**src/rtl/fsm_core_pkg.sv**
```systemverilog
// Shared types and constants for the fsm_core arbiter slice: arbiter
// state encoding and the 2-bit state codes reported by the shared core.
package fsm_core_pkg;

   typedef enum logic [1:0] {
      IDLE    = 2'd0,
      GRANT   = 2'd1,
      RECOVER = 2'd2
   } state_t;

   localparam logic [1:0] CORE_S0 = 2'b00;
   localparam logic [1:0] CORE_S1 = 2'b01;
   localparam logic [1:0] CORE_S2 = 2'b10;
   localparam logic [1:0] CORE_S3 = 2'b11;

   // The core cannot leave this state on its own; only a reset frees it.
   localparam logic [1:0] TRAP_STATE = CORE_S1;

endpackage

```
**src/rtl/fsm_core_arbiter_rr_pick.sv**
```systemverilog
// Combinational round-robin search: first requester with req high,
// scanning upward from rr_ptr+1 and wrapping modulo NREQ.
module rr_pick #(
   parameter int NREQ = 4,
   parameter int PW   = $clog2(NREQ)
) (
   input  logic [NREQ-1:0] req,
   input  logic [PW-1:0]   rr_ptr,
   output logic [NREQ-1:0] pick,
   output logic [PW-1:0]   pick_idx
);

   logic          found;
   int            cand;
   logic [PW-1:0] cidx;

   // Scan NREQ candidates after the pointer, keep only the first hit.
   always_comb begin
      // NOTE: every output gets a default before the loop so no path leaves it unassigned (no latch).
      pick     = '0;
      pick_idx = '0;
      found    = 1'b0;
      cand     = 0;
      cidx     = '0;
      for (int off = 1; off <= NREQ; off++) begin
         cand = int'(rr_ptr) + off;
         // Explicit wrap so non-power-of-two NREQ never indexes past the end.
         if (cand >= NREQ) cand = cand - NREQ;
         cidx = PW'(cand);
         if (!found && req[cidx]) begin
            found      = 1'b1;
            pick[cidx] = 1'b1;
            pick_idx   = cidx;
         end
      end
   end

endmodule

```
**src/rtl/fsm_core_arbiter.sv**
```systemverilog
// Round-robin arbiter sharing one fsm_2-style core between NREQ requesters,
// with a trap monitor that resets the core when it sits in TRAP_STATE too long.
module fsm_core_arbiter
   import fsm_core_pkg::*;
#(
   parameter int NREQ       = 4,
   parameter int HOLD_MAX   = 8,
   parameter int TRAP_LIMIT = 16,
   parameter int RST_CYCLES = 2
) (
   input  logic              clk,
   input  logic              rst_n,
   input  logic [NREQ-1:0]   req,
   input  logic [4*NREQ-1:0] req_abcd,
   input  logic [1:0]        core_out,
   input  logic              trap_clr,
   output logic [NREQ-1:0]   gnt,
   output logic [3:0]        core_abcd,
   output logic              core_rst,
   output logic              trap_flag,
   output logic              busy
);

   localparam int PW = $clog2(NREQ);
   localparam int HW = $clog2(HOLD_MAX);
   localparam int TW = $clog2(TRAP_LIMIT + 1);
   localparam int RW = $clog2(RST_CYCLES + 1);

   state_t        state;
   logic [PW-1:0] rr_ptr;
   logic [PW-1:0] g;
   logic [HW-1:0] hold_cnt;
   logic [TW-1:0] trap_cnt;
   logic [RW-1:0] rcv_cnt;

   logic [NREQ-1:0] pick;
   logic [PW-1:0]   pick_idx;
   logic            trap_hit;
   logic            release_now;

   rr_pick #(
      .NREQ (NREQ),
      .PW   (PW)
   ) u_rr_pick (
      .req      (req),
      .rr_ptr   (rr_ptr),
      .pick     (pick),
      .pick_idx (pick_idx)
   );

   // The trap fires on the edge where the consecutive count would reach TRAP_LIMIT.
   assign trap_hit = (state != RECOVER) && (core_out == TRAP_STATE) &&
                     (trap_cnt >= TW'(TRAP_LIMIT - 1));

   // Owner gives up the core when it drops req or has used its full hold window.
   assign release_now = !req[g] || (hold_cnt == HW'(HOLD_MAX - 1));

   // Arbiter FSM, trap monitor and all registered core-side outputs.
   always_ff @(posedge clk or negedge rst_n) begin
      if (!rst_n) begin
         state     <= RECOVER;
         gnt       <= '0;
         core_abcd <= '0;
         core_rst  <= 1'b1;
         trap_flag <= 1'b0;
         busy      <= 1'b1;
         rr_ptr    <= PW'(NREQ - 1);
         g         <= '0;
         hold_cnt  <= '0;
         trap_cnt  <= '0;
         rcv_cnt   <= '0;
      end else begin
         // NOTE: sequential state uses non-blocking assignments so every register samples pre-edge values.
         if (trap_hit)      trap_flag <= 1'b1;
         else if (trap_clr) trap_flag <= 1'b0;

         if (state != RECOVER) begin
            if (core_out == TRAP_STATE) begin
               if (trap_cnt != TW'(TRAP_LIMIT)) trap_cnt <= trap_cnt + 1'b1;
            end else begin
               trap_cnt <= '0;
            end
         end

         if (trap_hit) begin
            // Recovery outranks any grant or release decided this cycle; rr_ptr is left alone.
            state     <= RECOVER;
            gnt       <= '0;
            core_abcd <= '0;
            core_rst  <= 1'b1;
            busy      <= 1'b1;
            rcv_cnt   <= '0;
         end else begin
            case (state)
               IDLE: begin
                  gnt       <= '0;
                  core_abcd <= '0;
                  if (|req) begin
                     gnt      <= pick;
                     g        <= pick_idx;
                     hold_cnt <= '0;
                     busy     <= 1'b1;
                     state    <= GRANT;
                  end
               end
               GRANT: begin
                  if (release_now) begin
                     gnt       <= '0;
                     core_abcd <= '0;
                     rr_ptr    <= g;
                     busy      <= 1'b0;
                     state     <= IDLE;
                  end else begin
                     core_abcd <= req_abcd[{g, 2'b00} +: 4];
                     hold_cnt  <= hold_cnt + 1'b1;
                  end
               end
               RECOVER: begin
                  if (rcv_cnt == RW'(RST_CYCLES - 1)) begin
                     core_rst <= 1'b0;
                     busy     <= 1'b0;
                     trap_cnt <= '0;
                     rcv_cnt  <= '0;
                     state    <= IDLE;
                  end else begin
                     rcv_cnt <= rcv_cnt + 1'b1;
                  end
               end
               default: begin
                  gnt       <= '0;
                  core_abcd <= '0;
                  core_rst  <= 1'b1;
                  busy      <= 1'b1;
                  rcv_cnt   <= '0;
                  state     <= RECOVER;
               end
            endcase
         end
      end
   end

endmodule

```
**config.mk**
```make
export PLATFORM = sky130hd
export DESIGN_NAME = fsm_core_arbiter
export DESIGN_NICKNAME = d
export VERILOG_FILES = /design/src/rtl/fsm_core_pkg.sv /design/src/rtl/fsm_core_arbiter_rr_pick.sv /design/src/rtl/fsm_core_arbiter.sv
export SDC_FILE = /design/constraint.sdc
export NUM_CORES = 1
export LEC_CHECK = 0
export CELL_PAD_IN_SITES_DETAIL_PLACEMENT = 0
export CELL_PAD_IN_SITES_GLOBAL_PLACEMENT = 1
export CORE_MARGIN = 2
export CORE_UTILIZATION = 40
export CTS_CLUSTER_DIAMETER = 60
export DETAILED_ROUTE_END_ITERATION = 12
export PLACE_DENSITY = 0.89
export SYNTH_ARGS = -nofsm -noshare
export SYNTH_HDL_FRONTEND = slang
export SYNTH_SLANG_ARGS = --single-unit
```
**constraint.sdc**
```tcl
create_clock -name clk -period 3.18 [get_ports clk]
set_input_delay 0.477 -clock clk [delete_from_list [all_inputs] [get_ports clk]]
set_output_delay 0.477 -clock clk [all_outputs]
set_load 0.02 [all_outputs]
```
==> metrics.md, run 1 <==
| Metric | Value |
|---|---|
| FF-to-FF path depth | 8 |
| Comb power frac | between 60% and 70% |
| Root buf cell | clkbuf_8 |
| Initial antenna violation count | 0 |
| # fillers | between 400 and 500 |
| Die area | 5511 um^2 |
| Die span in x | 74.24 um |
| Final #Nets | 280 |
| GR peak layer | met2 |
| Gp weighted congestion | 0.9188 |
| Post-Synthesis Net Count | around 250 |
| Layout cell share with drive strength beyond 1 | ~14% |
| Worst Tran Pin Value | approximately 0.65 ns |
| Commonest non-fill, non-tap cell in the layout | clkdlybuf4s50_1 |
| Sequential share of power | 30.0% |
| Cell Rows | 25 |
| Hold path endpoint | core_abcd[2]$_DFFE_PN0P_ |
| Min-delay worst type | reg -> reg |
| Worst VDD drop | between 0.3 and 0.4 mV |
| Slew HR | between 50 and 60% |
| I/O Buffers | 35 |
| Met1 track demand over resource | roughly 23% |
| Worst path required time | between 3 and 4 ns |
| Crit path max fanout | 18 |
| Synth Flop Type | dfrtp_1 |
| Pin count of the biggest net entering global routing | 28 |
| Achievable Freq | 0.3753 GHz |
| Area grow syn2layout | 22.57% |
| Area of the multi-input gates | 1186 um^2 |
| Number of diodes | 0 |
| Synth Register Bits | 27 |
| FF+latch area | approximately 680 um^2 |
| Drt drc | 0 |
| Die H | 74.24 um |
| Met3 Use GR | about 3.5% |
| Inst Count DP | between 200 and 300 |
| Final setup fails | 0 |
| GR Util met2 | approximately a quarter |
| H-tree levels | 1 |
| Core area | ~4800 um^2 |
| Hold path startpoint | core_abcd[2]$_DFFE_PN0P_ |
| Max Slew Vio Count | 0 |
| Cts hold-fix bufs | 0 |
| Crit path time final | 2.665 ns |
| Io pins | 36 |
| Worst skew pair latency | between 0.2 and 0.3 ns |
| Clk_skew | 0.008706 ns |
| First-pass GRT wire length | around 7000 um |
| Switching pwr | between 900 and 1000 uW |
| R2R Setup Slk | just over 0.5 ns |
| Vias | 1642 |
| Fin Setup TNS | 0 ns |
| Placed cell areas | ~2400 um^2 |
| Crit Reg-Reg Startpoint | rr_ptr[0]$_DFFE_PN1P_ |
| Final hold violations | 0 |
| Non-filler cells, final | ~300 |
| Clock power share | approximately a tenth |
| P_leak | between 0.001 and 0.0015 uW |
| Initial cell density of the core | between 40% and 50% |
| Post-CTS Resized | 0 |
| Max incr delay on CP | ~0.73 ns |
| DR WL/cell | approximately 14 um |
| Overall Global Routing Usage | between 15 and 20% |
| Worst r2r dst | gnt[0]$_DFFE_PN0P_ |
| Pwr dens | roughly 860 nW/um^2 |
| Internal Pwr Total | roughly 1200 uW |
| Synth top area cells | dfrtp_1, ha_1, mux4_2 |
| Final period util | between 80 and 90% |
| Arr. time, crit path | between 2 and 3 ns |
| Critical path type | reg -> reg |
| Post-CTS setup buffer count | 0 |
| Crit end category | register |
| CTS tree | yes |
| Hold_ws | around 0.49 ns |
| Max Root-Sink Buffers | 2 |
| Sequential share of the synthesized area | between 30% and 40% |
| Cell variety after synth | between 40 and 50 |
| Hpwl dp | about 3300 um |
| Synthesized area | between 1500 and 2000 um^2 |
| GRT overflow | 0 |
| Commonest non-fill, non-tap cells in the layout | clkdlybuf4s50_1, nand2_1, dfrtp_1 |
| Via/cell ratio | 5.419 |
| Status | complete, no violations |
| Hold Path Cell Cnt | 2 |
| Clock slew at reported path FFs | roughly 0.10 ns |
| Synth top area share | about 28% |
| Slowest cell on crit path | dfstp_2 |
| CP Launch Type | register |
| Cell area after layout | roughly 2400 um^2 |
| Vias in the first global route | 1509 |
| Pre-antenna DRT Iters | 6 |
| EDFF count, synth | 0 |
| Sw Share | between 40% and 50% |
| Max-cap violations | 0 |
| Crit-path cells | clkinv_1, ha_1, inv_1, a211oi_1, o22a_1, a22o_1, a222oi_1, o21ai_1 |
| Number of CTS-inserted buffers | 3 |
| # clock sinks | 27 |
| Initial DRC Count | 146 |
| Post-synth top area cell | dfrtp_1 |
| Asr flop ratio synth | between 90% and 100% |
| Post-route ant nets | 0 |
| Drt total wl | 4257 um |
| Post-synthesis average cell area | a little under 10 um^2 |
| RSZ-0062 raised after global routing | false |
| Ys Warns | 0 |
| Synth Instances | between 200 and 250 |
## synthesized netlist by cell type (3+ instances only)
cell	count
a21oi_1	4
a22o_1	7
nand2_1	28
a222oi_1	5
o21ai_0	19
a31oi_1	5
inv_1	9
dfstp_2	5
nor2_1	12
nand3_1	4
o21ai_1	4
mux2i_1	5
mux2_2	3
o21a_1	4
buf_2	5
dfrtp_1	22
mux4_2	6
ha_1	18
nand2b_1	6
## per-stage QoR
stage          power (uW)  setup WS [ns]  util [%]
2_1_floorplan        1574         0.6285         -
3_3_place_gp         1867         0.6045     49.84
3_5_place_dp         1887         0.5399     49.84
4_1_cts              2093         0.5326     50.87
5_1_grt              2267         0.3161     50.87
6_report             2087         0.5154     50.87
## per-layer routing
layer | wire length, um | share of wire (%)
met2 | 1983 | 47
met4 | 38 | 0.89
met3 | 212 | 5.0
met1 | 2022 | 47
met5 | 0 | 0
## cell type report
cell class              instances  share of cell area (%)
clock inverters                 1                  0.3104
flip-flops and latches         27                   28.19
inverters                      10                   1.552
well taps                      67                   3.466
clock buffers                   3                   1.707
multi-input cells             156                   49.04
repair buffers                 39                   15.73
## critical path: cells and delay by family (launching register included)
family | cells | cell delay (ns)
compound gates | 5 | 1.06
fa+ha+maj | 1 | 0.42
flops | 1 | 0.73
buf+inv | 2 | 0.34
## cells by family (layout without fill, tap and decap cells)
family	after synthesis	after routing	share of synthesized area, %
adders and majority gates	18	18	11.41
buffers and inverters	21	53	5.326
muxes	15	15	11.67
DFF	27	27	34.56
and+or+nand+nor	63	63	15.98
AOI/OAI and AO/OA	60	60	21.05
## power by group through the flow
stage	combinational [uW]	clock, uW	sequential [uW]
finish	1260	200	626
floorplan	970	0	604
global route	1390	225	651
global placement	1230	0	633
CTS	1260	208	629
detailed placement	1250	0	636
## sequential cells by signal, summed over array words and instances (netlist names), 2 cells and up
register   flops
rcv_cnt        2
rr_ptr         2
hold_cnt       3
state          2
g              2
gnt            4
trap_cnt       5
core_abcd      4
## worst max-delay path by stage
| stage | slack [ns] | start | cells past startpoint | endpoint |
|---|---|---|---|---|
| floorplan | 0.63 | rr_ptr[0]$_DFFE_PN1P_ | 10 | gnt[0]$_DFFE_PN0P_ |
| global placement | 0.60 | rr_ptr[0]$_DFFE_PN1P_ | 8 | gnt[0]$_DFFE_PN0P_ |
| detailed placement | 0.54 | rr_ptr[0]$_DFFE_PN1P_ | 8 | gnt[0]$_DFFE_PN0P_ |
| CTS | 0.53 | rr_ptr[0]$_DFFE_PN1P_ | 8 | gnt[0]$_DFFE_PN0P_ |
| global route | 0.32 | rr_ptr[0]$_DFFE_PN1P_ | 8 | gnt[0]$_DFFE_PN0P_ |
| finish | 0.52 | rr_ptr[0]$_DFFE_PN1P_ | 8 | gnt[0]$_DFFE_PN0P_ |
No activity file was read; power rests on OpenSTA's default activity.
==> run 2: changes to the inputs <==
==> constraint.sdc (replaced) <==
create_clock -name clk -period 2.5 [get_ports clk]
set_input_delay 0.375 -clock clk [delete_from_list [all_inputs] [get_ports clk]]
set_output_delay 0.375 -clock clk [all_outputs]
set_load 0.02 [all_outputs]
==> metrics.md, run 2 (synthesis results as in run 1) <==
| Metric | Value |
|---|---|
| Max-cap violations | 0 |
| Commonest non-fill, non-tap cells in the layout | clkdlybuf4s50_1, nand2_1, dfrtp_1 |
| Cell Rows | 25 |
| Arr. time, crit path | approximately 2.5 ns |
| Vias in the first global route | 1620 |
| Status | complete, no violations |
| Drt total wl | ~4700 um |
| Via/cell ratio | between 5 and 6 |
| Worst Tran Pin Value | 0.4192 ns |
| Drt drc | 0 |
| Crit Reg-Reg Startpoint | rr_ptr[1]$_DFFE_PN1P_ |
| Largest registers | trap_cnt: 5 flops, core_abcd: 4 flops, gnt: 4 flops |
| Top reg by flops | trap_cnt |
| DR WL/cell | roughly 15 um |
| Clock slew at reported path FFs | 0.09 ns |
| Crit path time final | approximately 2.4 ns |
| Worst VDD drop | between 0.5 and 0.6 mV |
| Worst skew pair latency | roughly 0.28 ns |
| Slew HR | approximately 72% |
| P_leak | about 0.0011 uW |
| Achievable Freq | between 0.4 and 0.5 GHz |
| Slowest cell on crit path | dfstp_2 |
| CP most frequent cell | inv_1 |
| Worst path required time | ~2.7 ns |
| FF+latch area | ~680 um^2 |
| H-tree levels | 1 |
| Max incr delay on CP | 0.55 ns |
| CTS tree | yes |
| Number of CTS-inserted buffers | 3 |
| CP Launch Point | rr_ptr[1]$_DFFE_PN1P_ |
| Io pins | 36 |
| Area grow syn2layout | 26.63% |
| Core area | between 4000 and 5000 um^2 |
| Crit-path cells | inv_1, ha_1, inv_1, a211oi_1, o22a_1, a22o_1, a222oi_1, o21ai_1 |
| Pin count of the biggest net entering global routing | 28 |
| Root buf cell | clkbuf_8 |
| Bufs and invs on worst path | 2 |
| Final setup fails | 0 |
| Area of the multi-input gates | 1186 um^2 |
| Hold_ws | approximately 0.47 ns |
| Final hold violations | 0 |
| CP Launch Type | register |
| Final #Nets | ~290 |
| Crit end category | register |
| Critical path type | reg -> reg |
| Initial DRC Count | 147 |
| Die span in x | 74.24 um |
| Final period util | 94.19% |
| Hpwl dp | about 3500 um |
| Pwr dens | around 1100 nW/um^2 |
| Die H | 74.24 um |
| Commonest non-fill, non-tap cell in the layout | clkdlybuf4s50_1 |
| # fillers | between 400 and 500 |
| Crit path max fanout | 6 |
| Max Slew Vio Count | 0 |
| Clk_skew | between 0.007 and 0.008 ns |
| Overall Global Routing Usage | a little under a fifth |
| # clock sinks | 27 |
| Layout cell share with drive strength beyond 1 | between 10% and 20% |
| First-pass GRT wire length | 7693 um |
| Max reg flops | 5 |
| Fin Setup TNS | 0 ns |
| Post-CTS Resized | 0 |
| Initial antenna violation count | 0 |
| Vias | 1685 |
| I/O Buffers | 35 |
| Number of diodes | 0 |
| Pre-antenna DRT Iters | 5 |
| Max Root-Sink Buffers | 2 |
| Die area | 5511 um^2 |
| Min-delay worst type | in -> async |
| Initial cell density of the core | 41.50% |
| GRT overflow | 0 |
| CP delay by family, top | compound AO/OA/AOI/OAI gates |
| RSZ-0062 raised after global routing | false |
| Post-route ant nets | 0 |
| Gp weighted congestion | 0.8082 |
==> run 2: final timing paths <==
check                      cells past startpoint                endpoint  slack [ns]
max                                            8      gnt[0]$_DFFE_PN0P_        0.15
min                                            2  rcv_cnt[0]$_DFFE_PN0P_        0.47
max reg2reg                                    8      gnt[0]$_DFFE_PN0P_        0.15
min reg2reg                                    2      gnt[3]$_DFFE_PN0P_        0.49
max in group asynchronous                      2    state[1]$_DFFE_PN1P_        1.72
min in group clk                               2      gnt[3]$_DFFE_PN0P_        0.49
==> run 2: repair_timing <==
action / in CTS / in global routing
setup buffers: 0 / 4
endpoints found under the setup margin: 0 / 5
hold buffers: 0 / 0
==> run 2: per-layer routing <==
metal	GRT usage (%)	share of wire [%]	vias up
li1	-	-	838
met4	4.563	1.1	0
met1	24.83	46	786
met3	5.149	6.3	7
met2	29.76	47	54
met5	0	0	-
==> run 2: through the flow <==
| step | instances | util, % | cell area [um^2] | total power [uW] | setup slack (ns) |
|---|---|---|---|---|---|
| global route | 314 | 52.55 | 2499 | 3018 | 0.009692 |
| detailed placement | 306 | 50.97 | 2424 | 2493 | 0.1347 |
| global placement | 306 | 50.97 | 2424 | 2466 | 0.1805 |
| CTS | 310 | 51.92 | 2469 | 2754 | 0.1604 |
| finish | 314 | 52.55 | 2499 | 2780 | 0.1454 |
| floorplan | 204 | - | 1974 | 2004 | 0.07762 |
==> run 2: final cells by class <==
type | count | share of cell area, %
multi-input combinational | 156 | 47.47
sequential | 27 | 27.29
timing repair buffer | 50 | 18.53
tap | 67 | 3.355
clock buffer | 4 | 1.803
inverter | 10 | 1.552
==> run 2: power breakdown <==
part           internal [uW]  switching (uW)  total (uW)
registers                602             140         742
logic                    847             937        1780
clock network            115             139         253
